[src/rtl/inject_scheduler_pkg.sv]
// Shared types and default sizing for the local injection scheduler.
package inject_scheduler_pkg;

  typedef struct packed {
    logic [3:0]  dest;
    logic [11:0] payload;
  } packet_t;

  localparam int INJ_SOURCES     = 4;
  localparam int INJ_RATE_PERIOD = 8;
  localparam int INJ_RATE_BURST  = 2;

  typedef enum logic {
    HOLD_EMPTY = 1'b0,
    HOLD_FULL  = 1'b1
  } hold_state_t;

endpackage

[src/rtl/inject_scheduler_rr_arbiter.sv]
// Round-robin arbiter: combinational scan upward from rr_ptr with wrap.
// The pointer moves to one past the winner only when a grant is taken.
module rr_arbiter #(
  parameter int SOURCES = 4,
  localparam int IW = (SOURCES > 1) ? $clog2(SOURCES) : 1
) (
  input  logic                 clk,
  input  logic                 reset_n,
  input  logic [0:SOURCES-1]   req,
  input  logic                 enable,
  output logic [0:SOURCES-1]   grant,
  output logic [IW-1:0]        grant_idx,
  output logic                 accept
);

  logic [IW-1:0] rr_ptr;
  logic          found;

  always_comb begin
    int j;
    found     = 1'b0;
    grant_idx = '0;
    j         = 0;
    for (int i = 0; i < SOURCES; i++) begin
      j = int'(rr_ptr) + i;
      if (j >= SOURCES) j = j - SOURCES;
      if (!found && req[j]) begin
        found     = 1'b1;
        grant_idx = IW'(j);
      end
    end
    accept = found && enable;
    grant  = '0;
    if (accept) grant[grant_idx] = 1'b1;
  end

  always_ff @(posedge clk) begin
    if (!reset_n) begin
      rr_ptr <= '0;
    end else if (accept) begin
      rr_ptr <= (grant_idx == IW'(SOURCES - 1)) ? '0 : grant_idx + IW'(1);
    end
  end

endmodule

[src/rtl/inject_scheduler.sv]
// Shares the router local input port between SOURCES requesters via a one-deep holding register.
// Optional token-bucket rate limiter enabled by INJECT_RATE_LIMIT_EN.
module inject_scheduler
  import inject_scheduler_pkg::*;
#(
  parameter int SOURCES     = INJ_SOURCES,
  parameter int RATE_PERIOD = INJ_RATE_PERIOD,
  parameter int RATE_BURST  = INJ_RATE_BURST,
  localparam int IW = (SOURCES > 1) ? $clog2(SOURCES) : 1
) (
  input  logic               clk,
  input  logic               reset_n,
  input  packet_t            i_src_data [SOURCES],
  input  logic [0:SOURCES-1] i_src_val,
  output logic [0:SOURCES-1] o_src_ready,
  output packet_t            o_net_data,
  output logic               o_net_val,
  input  logic               i_net_en,
  output logic [IW-1:0]      o_grant_id,
  output logic [15:0]        o_inject_count
);

  hold_state_t   state;
  logic          slot_free;
  logic          xfer;
  logic          grant_ok;
  logic          accept;
  logic [IW-1:0] win_idx;

  assign slot_free = (state == HOLD_EMPTY) || i_net_en;
  assign xfer      = (state == HOLD_FULL) && i_net_en;
  assign o_net_val = (state == HOLD_FULL);

`ifdef INJECT_RATE_LIMIT_EN
  localparam int TW = $clog2(RATE_BURST + 1);
  localparam int CW = (RATE_PERIOD > 1) ? $clog2(RATE_PERIOD) : 1;

  logic [TW-1:0] tokens;
  logic [CW-1:0] refill_cnt;
  logic          refill;

  assign refill   = (refill_cnt == CW'(RATE_PERIOD - 1));
  assign grant_ok = slot_free && (tokens != '0);

  // A refill landing on a consuming edge cancels out, even when saturated.
  always_ff @(posedge clk) begin
    if (!reset_n) begin
      tokens     <= TW'(RATE_BURST);
      refill_cnt <= '0;
    end else begin
      refill_cnt <= refill ? '0 : refill_cnt + CW'(1);
      if (refill && !accept) begin
        if (tokens < TW'(RATE_BURST)) tokens <= tokens + TW'(1);
      end else if (accept && !refill) begin
        tokens <= tokens - TW'(1);
      end
    end
  end
`else
  logic unused_rate_cfg;
  assign unused_rate_cfg = ^{32'(RATE_PERIOD), 32'(RATE_BURST)};
  assign grant_ok        = slot_free;
`endif

  rr_arbiter #(.SOURCES(SOURCES)) u_arb (
    .clk       (clk),
    .reset_n   (reset_n),
    .req       (i_src_val),
    .enable    (grant_ok),
    .grant     (o_src_ready),
    .grant_idx (win_idx),
    .accept    (accept)
  );

  always_ff @(posedge clk) begin
    if (!reset_n) begin
      state          <= HOLD_EMPTY;
      o_net_data     <= '0;
      o_grant_id     <= '0;
      o_inject_count <= '0;
    end else begin
      if (xfer) o_inject_count <= o_inject_count + 16'd1;
      if (accept) begin
        state      <= HOLD_FULL;
        o_net_data <= i_src_data[win_idx];
        o_grant_id <= win_idx;
      end else if (xfer) begin
        state <= HOLD_EMPTY;
      end
    end
  end

endmodule

[config.mk]
export PLATFORM = sky130hd
export DESIGN_NAME = inject_scheduler
export DESIGN_NICKNAME = d
export VERILOG_FILES = /design/src/rtl/inject_scheduler_pkg.sv /design/src/rtl/inject_scheduler_rr_arbiter.sv /design/src/rtl/inject_scheduler.sv
export SDC_FILE = /design/constraint.sdc
export NUM_CORES = 1
export LEC_CHECK = 0
export ABC_AREA = 1
export CAP_MARGIN = 10
export CELL_PAD_IN_SITES_DETAIL_PLACEMENT = 1
export CELL_PAD_IN_SITES_GLOBAL_PLACEMENT = 1
export CORE_ASPECT_RATIO = 0.7
export CORE_MARGIN = 2
export CORE_UTILIZATION = 27
export CTS_CLUSTER_SIZE = 24
export DETAILED_ROUTE_END_ITERATION = 16
export GPL_TIMING_DRIVEN = 0
export HOLD_SLACK_MARGIN = 0.02
export PLACE_DENSITY_LB_ADDON = 0.1
export SYNTH_ARGS = -nofsm -noshare
export SYNTH_HDL_FRONTEND = slang
export SYNTH_SLANG_ARGS = --single-unit
[constraint.sdc]
create_clock -name clk -period 2.55 [get_ports clk]
set_clock_uncertainty 0.15 [all_clocks]
set_input_delay 0.51 -clock clk [delete_from_list [all_inputs] [get_ports clk]]
set_output_delay 0.51 -clock clk [all_outputs]
set_load 0.1 [all_outputs]
# ---- Word level (Yosys, flattened, before mapping)
# Index checks and enable logic that the tools add are counted.
dict set report classes {
  addsub 9
  n_lt_le_gt_ge 10
  eq_ne 1
  mux 33
  bitwise_logic 6
  n_reduce_logical 11
}
# op count
set op_table {}
lappend op_table {{32-bit by 3-bit greater-or-equal comparator with 1-bit output, second input constant} 4}
lappend op_table {{32-bit two-way mux} 4}
lappend op_table {{32-bit inverter} 4}
lappend op_table {{32-bit by 4-bit greater-or-equal comparator with 1-bit output, second input constant} 3}
lappend op_table {{32-bit by 4-bit subtractor with 32-bit output, second input constant} 3}
lappend op_table {{16-bit binary-select mux with 2-bit select} 1}
lappend op_table {{16-bit two-way mux} 2}
lappend op_table {{16-bit by 1-bit adder with 16-bit output, second input constant} 1}
lappend op_table {{1-bit two-way mux} 15}
lappend op_table {{2-bit two-way mux} 5}
lappend op_table {{1-bit binary-select mux with 2-bit select} 4}
lappend op_table {{2-bit by 2-bit adder with 3-bit output, second input constant} 2}
lappend op_table {{1-bit logical AND} 6}
lappend op_table {{4-bit two-way mux} 1}
lappend op_table {{2-bit by 3-bit subtractor with 4-bit output, second input constant} 1}
lappend op_table {{2-bit by 1-bit adder with 3-bit output, second input constant} 1}
lappend op_table {{2-bit by 3-bit greater-or-equal comparator with 1-bit output, second input constant} 1}
lappend op_table {{3-bit greater-or-equal comparator, second input constant} 1}
lappend op_table {{1-bit logical NOT} 3}
lappend op_table {{3-bit by 1-bit less-than comparator with 1-bit output, second input constant} 1}
lappend op_table {{2-bit inverter with 3-bit output} 1}
lappend op_table {{2-bit by 1-bit adder with 2-bit output, second input constant} 1}
lappend op_table {{1-bit demux with 2-bit select} 1}
lappend op_table {{2-bit equality test, second input constant} 1}
lappend op_table {{3 further kinds} 3}
dict set report totals {
  register_bits 37
  input_bits 71
  out_inout_bits 39
  word_cells 76
}

# ---- Depth between registers and ports, before layout
# Gate-level depths: netlist (run 1).
dict set report depth {
  ltp_word 22
  ltp_mapped 17
  mapped_depth_nobuf 15
}

# ---- Hierarchy
# A second synthesis (run 1) with hierarchy kept.
dict set report hier_totals {
  cells_unflattened 393
  area_unflattened_um2 2431.1
}
# module n_inst cells_each area_per_inst_um2 seq_area_each_um2
set by_module_without_submodules {}
lappend by_module_without_submodules {inject_scheduler 1 306 1918.1 700.7}
lappend by_module_without_submodules {rr_arbiter 1 87 513.0 40.0}

# ---- Worst setup path before layout (run 1)
# Ideal clock, no wire load.
dict set report synth_timing {
  path_type {in2out}
  start {input port i_src_val[1] (netlist bit)}
  end {output port o_src_ready[0] (netlist bit)}
  arrival_ps 3339
  required_ps 1890
  setup_slack_ps -1449
  cell_stages 11
  n_path_buf 1
  cell_sequence {inv_1 -> nand2_1 -> nand3_1 -> nand2_2 -> nor2_1 -> nor2_1 -> nand2_1 -> nand2_1 -> buf_6 -> inv_2 -> nor3_1}
}
dict set report synth_via {
  elab_chain_cells 19
  word_cells_on_any_way 34
  classes_between {order compare (2); mux (23); bitwise (1); reduce/logical (8)}
}
# item line
set synth_rtl {}
lappend synth_rtl {{from (decl)} inject_scheduler.sv:14} ;# input logic [0:SOURCES-1] i_src_val,
lappend synth_rtl {{1-bit binary-select mux with 2-bit select} inject_scheduler_rr_arbiter.sv:27} ;# if (!found && req[j]) begin
lappend synth_rtl {{1-bit two-way mux (implied by the code) (2 in series)} inject_scheduler_rr_arbiter.sv:27}
lappend synth_rtl {{1-bit two-way mux} inject_scheduler_rr_arbiter.sv:27}
lappend synth_rtl {{1-bit logical NOT} inject_scheduler_rr_arbiter.sv:27}
lappend synth_rtl {{1-bit logical AND} inject_scheduler_rr_arbiter.sv:27}
lappend synth_rtl {{1-bit two-way mux} inject_scheduler_rr_arbiter.sv:27}
lappend synth_rtl {{1-bit logical NOT} inject_scheduler_rr_arbiter.sv:27}
lappend synth_rtl {{1-bit logical AND} inject_scheduler_rr_arbiter.sv:27}
lappend synth_rtl {{(+2 left out)} --}
lappend synth_rtl {{1-bit logical AND} inject_scheduler_rr_arbiter.sv:27}
lappend synth_rtl {{2-bit two-way mux} inject_scheduler_rr_arbiter.sv:27}
lappend synth_rtl {{2-bit inverter with 3-bit output (implied by the code)} inject_scheduler_rr_arbiter.sv:34} ;# if (accept) grant[grant_idx] = 1'b1;
lappend synth_rtl {{3-bit greater-or-equal comparator (implied by the code) / 3-bit by 1-bit less-than comparator with 1-bit output (equally long branches)} inject_scheduler_rr_arbiter.sv:34}
lappend synth_rtl {{1-bit logical AND (implied by the code)} inject_scheduler_rr_arbiter.sv:34}
lappend synth_rtl {{1-bit two-way mux (implied by the code)} inject_scheduler_rr_arbiter.sv:34}
lappend synth_rtl {{1-bit demux with 2-bit select} inject_scheduler_rr_arbiter.sv:34}
lappend synth_rtl {{4-bit two-way mux (*)} inject_scheduler_rr_arbiter.sv:34}
lappend synth_rtl {{to (decl)} inject_scheduler.sv:15} ;# output logic [0:SOURCES-1] o_src_ready,
# Every way passes the cells marked *; elsewhere a longest branch is shown, timed or not. The select of a mux whose other input is x is not followed.

# ---- Final worst setup path (run 1)
dict set report layout_timing {
  start {register u_arb.rr_ptr[0]}
  end {output port o_src_ready[2] (netlist bit)}
}
dict set report layout_via {
  elab_chain_cells 22
  word_cells_on_any_way 53
  classes_between {add/sub (7); order compare (6); mux (27); bitwise (5); reduce/logical (8)}
}
# item line
set layout_rtl {}
lappend layout_rtl {{from (decl)} inject_scheduler_rr_arbiter.sv:16} ;# logic [IW-1:0] rr_ptr;
lappend layout_rtl {{from (signal assigned)} inject_scheduler_rr_arbiter.sv:41} ;# rr_ptr <= (grant_idx == IW'(SOURCES - 1)) ? '0 : grant_idx + IW'(1);
lappend layout_rtl {{branches (longest 21 deep; another with 32-bit by 4-bit subtractor with 32-bit output)} --}
lappend layout_rtl {{4-bit two-way mux (*)} inject_scheduler_rr_arbiter.sv:34}
# Every way passes the cells marked *. The select of a mux whose other input is x is not followed.

==> results.md, run 1 <==
* Final hold violation count at 0
* Synth Area in XOR/XNOR at 0.00731
* CP Cell Sequence: buf_8, nand2_4, nand2_4, nand2_2, nand2_2, nor2_1, nor2_1, nand2_2, nand2_2, buf_6, buf_8, nand2_4, nor2_4, buf_12
* DRT Pass-1 Iters at 4
* Antenna violations before repair at 0
* R2r endpoint: o_net_data[12]$_SDFFE_PN0P_
* Final Cycle Share at 1.07
* CP max FO at 5
* HPWL after DPL at 7.54 mm
* Number of global-route vias before repair at 3154
* Power Density at around 1600 mW/mm²
* Multi-input logic area at 0.00157 mm²
* Yosys reg bits at 37
* Total power at 6.64 mW
* Leak at 1.89 nW
* Critical Path Start: u_arb.rr_ptr[0]$_SDFFE_PN0P_
* Yosys cell types at 32
* FF/Latch Area at 753 µm²
* Num Clock Sinks at 37
* Io pins at 110
* Later-pin clock latency in the skew report at 280 ps
* Fill count at between 1000 and 1500
* Compound-Gate Fraction of Synth Area at 0.0804
* Simple-gate share of the synthesized area at 0.487
* Crit start category: flop
* Hold crit path type: reg2reg
* IO Port Bufs at 109
* Clock Path Buffers at 2
* Setup CP Type: reg2out
* Vias per cell at 4.71
* Part of the power in the clock network at 0.094
* Synth area leader: dfxtp_1
* Final Non-Filler Cells at 650
* Wire length per cell at 15.8 µm
* Placed Area at approximately 0.0037 mm²
* Syn Nets at 463
* First-pass GRT wire length at 16.4 mm
* Worst setup endpoint: o_src_ready[2]
* Crit path capture type: output pin
* Yosys Warn Count at 0
* Min cycle time layout at approximately 2700 ps
* Commonest non-fill, non-tap cell in the layout: clkdlybuf4s50_1
* Maximum vdd drop at 0.000679 V
* GPL Wtd Cong at 0.817
* Main combinational cell family by area after synthesis: simple AND/OR/NAND/NOR gates
* Failing checks: setup timing
* Most Frequent Cell on Critical Path: nand2_2
* Initial Util at 0.280
* Worst hold margin at 330 ps
* Vias at 3062
* Final Cell Area at 0.00428 mm²
* Num CTS Buffers at 5
* Seq pwr share at 0.125
* Fin nets at 602
* Area share of the largest cell type after synthesis at 0.309
* Clock slew at reported path FFs at 60 ps
* Flop-to-flop setup slack at 150 ps
* Synthesized area at 0.00240 mm²
* Die ar. at 0.00966 mm²
* Slowest cell on crit path: dfxtp_4
* Worst r2r src: u_arb.rr_ptr[0]$_SDFFE_PN0P_
* Cell total after placement at 620
* Number of antenna diodes at 0
* Cells on worst reg2reg path at 17
* Die Ht at 82.8 µm
* Final setup fails at 4
* Max frequency at ~370 MHz
* Int Pwr at about 3 mW
* Gate power share at 0.781
* Layout cells sized above 1 at 0.213
* Outcome: complete, but fails checks
* Max-slew violations at 0
* Routed WL at 10.3 mm
* Max Cap Viol at 0
* WP data required at 1890 ps
* Switching share of power at 0.551
* Setup TNS at -651 ps
* Largest net degree at the start of global routing at 19
* Commonest cells after routing, fill and taps aside: clkdlybuf4s50_1 (99), nand2_1 (97), nand3_1 (60)
* ANT nets after route at 0
* Switching pwr at approximately 3.7 mW
* Adder-Cell Fraction of Synth Area at 0.00522
* Drt drc at 0
* Core Area at 0.00855 mm²
* Mean Syn Cell Area at ~6.1 µm²
* Root buf cell: clkbuf_16
* CTS tree: built
* Synth top area cells: dfxtp_1 (31%), nand2_1 (19%), nand3_1 (13%)
* RSZ-0062 raised after global routing: true
* GRT Overall Usage at 0.216
* Syn Inst Count at 391
* Overflow after GRT at 0
* Final WS setup at -187 ps
* Post-synthesis mux area share at 0
* Worst Max-Slew Pin Slew at approximately 1000 ps
* Initial DRC count at around 140
* Die W at 117 µm
* Hold depth at 2
* CTS HTree Levels at 2
* Slowest stage delay, CP at 390 ps
* Num rows at 28
* Layout Area Growth over Synthesis at 78.5%
* Worst Path Arrival at 2080 ps
* Sequential area share after synthesis at 0.309
* Slew HR at 0.320
==> area by class of cell <==
cell class / instances / area share
inverters: 35 / 0.0412
clock buffers: 7 / 0.0333
multi-input cells: 302 / 0.367
flip-flops and latches: 37 / 0.176
plain buffers: 14 / 0.0336
repair buffers: 135 / 0.313
well taps: 120 / 0.0351
==> Yosys cell counts (all sizes together) <==
master,count
o211ai,1
nand3,66
nand2,125
nor3,5
nor2,56
nand4,2
xor2,1
and3,1
ha,1
clkbuf,2
a211oi,1
inv,35
nor3b,4
dfxtp,37
o21a,1
or2,1
nor4,2
xnor2,1
o21ai,22
buf,15
a21oi,12
==> critical path: cells and delay by family, from the launching register on <==
family / cells / cell delay, ps
flip-flops: 1 / 390
AND/OR/NAND/NOR: 10 / 820
buffers and inverters: 4 / 580
==> cells by family after synthesis <==
group                    count (synthesis)
AO/OA/AOI/OAI                           37
adder cells (fa/ha/maj)                  1
flip-flops                              37
buffers and inverters                   52
XOR/XNOR                                 2
AND/OR/NAND/NOR                        262
==> state kept, by name, indices dropped and copies added (netlist names) <==
register	cells
o_net_val	1
o_grant_id	2
o_inject_count	16
o_net_data	16
u_arb.rr_ptr	2
==> power by group through the flow <==
stage / logic [mW] / registers (mW) / clock network (mW)
final: 5.19 / 0.831 / 0.622
after global routing: 5.58 / 0.850 / 0.662
after CTS: 5.03 / 0.830 / 0.638
after detailed placement: 4.21 / 0.827 / 0
after global placement: 4.13 / 0.819 / 0
after floorplan: 2.31 / 1.64 / 0
==> timing repair <==
action	4_1_cts	5_1_grt
pin swaps	14	19
hold buffers	0	0
endpoints found under the setup margin	4	24
setup buffers	23	5
gates resized for setup	87	28
cloned	1	1
endpoints found under the hold margin	0	0
==> worst min-delay path by stage <==
stage / start / to / slack, ps
after detailed placement: o_grant_id[1]$_SDFFE_PN0P_ / o_grant_id[1]$_SDFFE_PN0P_ / 320
after CTS: o_grant_id[1]$_SDFFE_PN0P_ / o_grant_id[1]$_SDFFE_PN0P_ / 330
after floorplan: u_arb.rr_ptr[0]$_SDFFE_PN0P_ / u_arb.rr_ptr[0]$_SDFFE_PN0P_ / 420
after global routing: o_inject_count[7]$_SDFFE_PN0P_ / o_inject_count[7]$_SDFFE_PN0P_ / 380
after global placement: o_grant_id[1]$_SDFFE_PN0P_ / o_grant_id[1]$_SDFFE_PN0P_ / 300
final: o_grant_id[1]$_SDFFE_PN0P_ / o_grant_id[1]$_SDFFE_PN0P_ / 330
==> routing by layer <==
layer / wire, µm / global-route usage
met5: 0 / 0
met4: 78 / 0.0471
met3: 740 / 0.0635
met2: 4660 / 0.330
met1: 4810 / 0.302
==> per-stage QoR <==
stage | setup slack, ps | utilization
6_report | -187 | 0.500
4_1_cts | -122 | 0.489
2_1_floorplan | -155 | -
3_5_place_dp | -1700 | 0.435
3_3_place_gp | -1670 | 0.435
5_1_grt | -277 | 0.500
Note: power is estimated with default switching activity, not from simulation.
==> run 2: changes to the inputs <==
--- a/config.mk
+++ b/config.mk
@@ -6,6 +6,7 @@
 export NUM_CORES = 1
 export LEC_CHECK = 0
 export ABC_AREA = 1
+export ABC_CLOCK_PERIOD_IN_PS = 2550
 export CAP_MARGIN = 10
 export CELL_PAD_IN_SITES_DETAIL_PLACEMENT = 1
 export CELL_PAD_IN_SITES_GLOBAL_PLACEMENT = 1
@@ -17,6 +18,7 @@
 export GPL_TIMING_DRIVEN = 0
 export HOLD_SLACK_MARGIN = 0.02
 export PLACE_DENSITY_LB_ADDON = 0.1
+export SKIP_CTS_REPAIR_TIMING = 1
 export SYNTH_ARGS = -nofsm -noshare
 export SYNTH_HDL_FRONTEND = slang
 export SYNTH_SLANG_ARGS = --single-unit
==> results.md, run 2 (synthesis gave the netlist of run 1 again) <==
* Number of global-route vias before repair at 3005 (-4.7%)
* Setup CP Type: reg2out
* Slowest stage delay, CP at 380 ps (about the same)
* Placed Area at 0.00372 mm² (unchanged)
* Worst Path Arrival at 2160 ps (+80 ps)
* Final hold violation count at 0 (unchanged)
* Fill count at 1115 (+1.4%)
* Vias at 3086 (+0.78%)
* Core Area at 0.00855 mm² (unchanged)
* Int Pwr at 2.99 mW (+0.23%)
* Slowest cell on crit path: dfxtp_4
* Hold depth at 2 (unchanged)
* Die Ht at 82.8 µm (unchanged)
* Commonest cells after routing, fill and taps aside: clkdlybuf4s50_1 (99), nand2_1 (98), nand3_1 (62)
* Num rows at 28 (unchanged)
* Layout cells sized above 1 at 0.214 (+0.000945)
* Final Cell Area at 0.00433 mm² (+1.3%)
* Largest registers: o_inject_count x16, o_net_data x16
* Number of antenna diodes at 0 (unchanged)
* CTS HTree Levels at 2 (unchanged)
* Failing checks: setup timing
* Vias per cell at 4.70 (-0.29%)
* Buffer and inverter count on the worst path at 4 (unchanged)
* HPWL after DPL at 7.54 mm (unchanged)
* GRT Overall Usage at 0.206 (-0.0109)
* Clock Path Buffers at 2 (unchanged)
* Maximum vdd drop at 0.000662 V (-2.5%)
* Leak at 1.96 nW (+3.3%)
* DRT Pass-1 Iters at 4 (unchanged)
* CP Depth at 12 (-2)
* Die W at 117 µm (unchanged)
* Part of the power in the clock network at 0.094 (about the same)
* Worst Max-Slew Pin Slew at 1020 ps (+7.33 ps)
* Final Cycle Share at 1.11 (+0.0325)
* Max-slew violations at 0 (unchanged)
* CP max FO at 10 (+5)
* Root buf cell: clkbuf_16
* Outcome: complete, but fails checks
* Initial DRC count at 158 (+17%)
* First-pass GRT wire length at 15.6 mm (-4.9%)
* Max frequency at 355 MHz (-2.9%)
* Num Clock Sinks at 37 (unchanged)
* Worst hold margin at 343 ps (+12.9 ps)
* RSZ-0062 raised after global routing: true
* Layout Area Growth over Synthesis at 80.9%
* Delay-heaviest family, CP: simple AND/OR/NAND/NOR gates
* Switching pwr at 3.68 mW (+0.49%)
* WP data required at 1890 ps (about the same)
* Num CTS Buffers at 5 (unchanged)
* ANT nets after route at 0 (unchanged)
* Seq pwr share at 0.125 (about the same)
* Initial Util at 0.280 (unchanged)
* Antenna violations before repair at 0 (unchanged)
* Finished Core Util at 0.507 (+0.00659)
* Max Cap Viol at 0 (unchanged)
* Routed WL at 10.6 mm (+2.8%)
* Clock slew at reported path FFs at 60 ps (about the same)
* Overflow after GRT at 0 (unchanged)
* Hold crit path type: reg2reg
* Largest net degree at the start of global routing at 11 (-8)
* Wire length per cell at 16.1 µm (+1.7%)
* Most Frequent Cell on Critical Path: nand2_4
* Crit start category: flop
* Final setup fails at 4 (unchanged)
* Cells on worst reg2reg path at 17 (unchanged)
* CP Cell Sequence: buf_6, buf_6, nand2_4, nand2_4, nand2_2, nand2_2, nand4_1, nand3_4, buf_4, nand2_4, nor2_4, buf_12
* Later-pin clock latency in the skew report at 280 ps (about the same)
* Switching share of power at 0.552 (+0.000658)
* Gate power share at 0.782 (about the same)
* Io pins at 110 (unchanged)
* Fin nets at 609 (+1.2%)
* Crit path capture type: output pin
* Power Density at 1540 mW/mm² (-0.93%)
* IO Port Bufs at 109 (unchanged)
* Final WS setup at -270 ps (-82.8 ps)
* Min cycle time layout at 2820 ps (+82.8 ps)
* Die ar. at 0.00966 mm² (unchanged)
* GPL Wtd Cong at 0.817 (unchanged)
* CTS tree: built
* Commonest non-fill, non-tap cell in the layout: clkdlybuf4s50_1
* Slew HR at 0.315 (-0.00490)
* Drt drc at 0 (unchanged)
-- run 2: cell count changes in the layout (fill, tap and decap cells not counted), sizes merged --
cell / previous run / this run
clkdlybuf4s15: 3 / 0
inv: 35 / 33
clkbuf: 9 / 10
buf: 43 / 49
clkinv: 0 / 2
dlymetal6s2s: 2 / 5
-- run 2: worst paths after layout --
| check | from | end | slack, ps |
|---|---|---|---|
| max reg2reg | u_arb.rr_ptr[0]$_SDFFE_PN0P_ | o_net_data[9]$_SDFFE_PN0P_ | 170 |
| max | u_arb.rr_ptr[0]$_SDFFE_PN0P_ | o_src_ready[2] | -270 |
| min | o_grant_id[1]$_SDFFE_PN0P_ | o_grant_id[1]$_SDFFE_PN0P_ | 340 |
| min reg2reg | o_grant_id[1]$_SDFFE_PN0P_ | o_grant_id[1]$_SDFFE_PN0P_ | 340 |
-- run 2: metal layers --
| metal | up-vias | part of all wire | track usage | wire length, µm |
|---|---|---|---|---|
| met3 | 4 | 0.059 | 0.0635 | 623 |
| met4 | 0 | 0.0057 | 0.0439 | 60 |
| li1 | 1545 | - | - | - |
| met2 | 72 | 0.48 | 0.306 | 5030 |
| met1 | 1465 | 0.46 | 0.292 | 4870 |
| met5 | - | 0 | 0 | 0 |
-- run 2: power groups by stage --
stage          combinational, mW  sequential, mW  clock, mW
3_3_place_gp                4.13           0.819          0
2_1_floorplan               2.31            1.64          0
5_1_grt                     5.56           0.848      0.663
4_1_cts                     4.22           0.817      0.639
6_report                    5.21           0.832      0.624
3_5_place_dp                4.21           0.827          0
-- run 2: worst register-to-register path: stages (launching register included) --
cell and delay, ps:
dfxtp_4 370, buf_6 140, nand2_1 70, nand2_1 80, nand2_2 100, nand2_2 80, nor2_4 140, buf_6 110
nand2_4 30, or2_4 270, nand2_8 110, clkinv_8 70, buf_4 130, buf_4 150, nor2_1 100, nor2_1 50
nand2_1 100, inv_1 40
-- run 2: stage by stage --
stage,std cells,TNS (ps),power [mW],worst slack (ps)
after global routing,657,-1260,7.08,-338
after global placement,620,-10430,4.95,-1670
after detailed placement,620,-11320,5.04,-1700
after CTS,627,-6500,5.67,-1710
after floorplan,391,-172,3.95,-155
final,657,-961,6.67,-270
-- run 2: final cells by class --
cell class                      instances  area (µm²)  area share
Buffer                                 16         156      0.0361
Clock buffer                            7         143      0.0329
Inverter                               35         186      0.0430
Multi-Input combinational cell        302        1560       0.361
Sequential cell                        37         753       0.174
Tap cell                              120         150      0.0346
Timing Repair Buffer                  140        1380       0.319
==> run 3: changes to the inputs <==
--- a/config.mk
+++ b/config.mk
@@ -18,7 +18,9 @@
 export GPL_TIMING_DRIVEN = 0
 export HOLD_SLACK_MARGIN = 0.02
 export PLACE_DENSITY_LB_ADDON = 0.1
+export REMOVE_ABC_BUFFERS = 1
 export SKIP_CTS_REPAIR_TIMING = 1
 export SYNTH_ARGS = -nofsm -noshare
 export SYNTH_HDL_FRONTEND = slang
 export SYNTH_SLANG_ARGS = --single-unit
+export TNS_END_PERCENT = 10
==> results.md, run 3 (synthesis gave the netlist of run 1 again) <==
* Failing checks: setup timing
* DRT Pass-1 Iters at 4 (unchanged)
* Commonest cells after routing, fill and taps aside: nand2_1 (99), clkdlybuf4s50_1 (94), nand3_1 (61)
* Min cycle time layout at 2720 ps (-101 ps)
* Num Clock Sinks at 37 (unchanged)
* Crit start category: flop
* Die Ht at 82.8 µm (unchanged)
* Vias per cell at 4.67 (-0.64%)
* Antenna violations before repair at 0 (unchanged)
* Hold depth at 2 (unchanged)
* WP data required at 1890 ps (about the same)
* Number of antenna diodes at 0 (unchanged)
* Worst Max-Slew Pin Slew at 1010 ps (-14.5 ps)
* Wire length per cell at 14.6 µm (-9.6%)
* Setup TNS at -636 ps (+325 ps)
* Setup CP Type: reg2out
* Slew HR at 0.325 (+0.00968)
* Die ar. at 0.00966 mm² (unchanged)
* Largest registers: o_inject_count x16, o_net_data x16
* Overflow after GRT at 0 (unchanged)
* Io pins at 110 (unchanged)
* IO Port Bufs at 109 (unchanged)
* Power Density at 1480 mW/mm² (-3.6%)
* Outcome: complete, but fails checks
* Worst Path Arrival at 2060 ps (-100 ps)
* Clock Path Buffers at 2 (unchanged)
* ANT nets after route at 0 (unchanged)
* CTS tree: built
* Initial DRC count at 95 (-40%)
* Root buf cell: clkbuf_16
* Num CTS Buffers at 5 (unchanged)
* Drt drc at 0 (unchanged)
* RSZ-0062 raised after global routing: true
* CTS HTree Levels at 2 (unchanged)
* Initial Util at 0.280 (unchanged)
* Later-pin clock latency in the skew report at 280 ps (about the same)
* Cells on worst reg2reg path at 16 (-1)
* HPWL after DPL at 6.20 mm (-18%)
* Max-slew violations at 0 (unchanged)
* GRT Overall Usage at 0.175 (-0.0309)
* Multi-input logic area at 0.00159 mm² (+2.0%)
* Routed WL at 9.36 mm (-11%)
* GPL Wtd Cong at 0.742 (-9.1%)
* Max Cap Viol at 0 (unchanged)
* Crit path capture type: output pin
* Maximum vdd drop at 0.000619 V (-6.5%)
* Fill count at 1115 (unchanged)
* Final WS setup at -169 ps (+101 ps)
* CP max FO at 8 (-2)
* Num rows at 28 (unchanged)
* Layout Area Growth over Synthesis at 78.0%
* Final Cell Area at 0.00426 mm² (-1.6%)
* Final hold violation count at 0 (unchanged)
* Placed Area at 0.00351 mm² (-5.7%)
* Core Area at 0.00855 mm² (unchanged)
* Layout cells sized above 1 at 0.191 (-0.0229)
* Final Cycle Share at 1.07 (-0.0395)
* Final setup fails at 4 (unchanged)
* Max frequency at 368 MHz (+3.7%)
* Vias at 3001 (-2.8%)
* Fin nets at 594 (-2.5%)
* Total power at 6.32 mW (-5.1%)
* Die W at 117 µm (unchanged)
* Number of global-route vias before repair at 2760 (-8.2%)
* Hold crit path type: reg2reg
* Commonest non-fill, non-tap cell in the layout: nand2_1
* Leak at 1.97 nW (+1.0%)
* First-pass GRT wire length at 13.6 mm (-12%)
* Clock slew at reported path FFs at 60 ps (about the same)
* Largest net degree at the start of global routing at 39 (+28)
* FF/Latch Area at 748 µm² (-0.66%)
run 3: critical path, stage by stage (launching register included):
cell,delay [ps]
dfxtp_4,440
buf_6,150
nand2_4,60
nand3_1,110
nand2_2,100
inv_2,110
nand2_1,60
or2_4,280
nand2_8,140
clkinv_16,70
nand2_8,70
nor2_4,40
buf_12,150
run 3: where the power goes:
| group | switching, mW | internal (mW) | leakage (nW) |
|---|---|---|---|
| Sequential | 0.116 | 0.725 | 0.305 |
| Clock | 0.250 | 0.389 | 0.0768 |
| Combinational | 3.17 | 1.67 | 1.59 |
| Total | 3.54 | 2.79 | 1.97 |
run 3: per-layer routing:
metal,GRT usage,wire [µm],share of wire,vias up
li1,-,-,-,1520
met1,0.226,4260,0.45,1406
met2,0.282,4380,0.47,71
met3,0.0672,666,0.071,4
met4,0.0257,55,0.0059,0
met5,0,0,0,-
run 3: worst paths after layout:
path / endpoint / start / slack [ps]
worst max-delay path: o_src_ready[3] / u_arb.rr_ptr[0]$_SDFFE_PN0P_ / -170
worst min-delay path: o_inject_count[15]$_SDFFE_PN0P_ / o_inject_count[15]$_SDFFE_PN0P_ / 360
worst max register to register: o_net_data[0]$_SDFFE_PN0P_ / u_arb.rr_ptr[0]$_SDFFE_PN0P_ / 200
worst min register to register: o_inject_count[15]$_SDFFE_PN0P_ / o_inject_count[15]$_SDFFE_PN0P_ / 360
run 3: per-stage QoR:
stage / hold slack (ps) / utilization / setup slack [ps] / cells
CTS: 323 / 0.428 / -2770 / 611
global route: 381 / 0.499 / -293 / 643
detailed placement: 313 / 0.410 / -2750 / 603
finish: 356 / 0.499 / -169 / 643
global placement: 321 / 0.410 / -2610 / 603
floorplan: 437 / - / -2250 / 374
run 3: cell type report:
class,count,area share
tap,120,0.0352
sequential,37,0.175
timing repair buffer,138,0.332
inverter,35,0.0440
clock buffer,6,0.0326
clock inverter,2,0.00323
multi-input combinational,303,0.374
timing repair inverter,2,0.00411
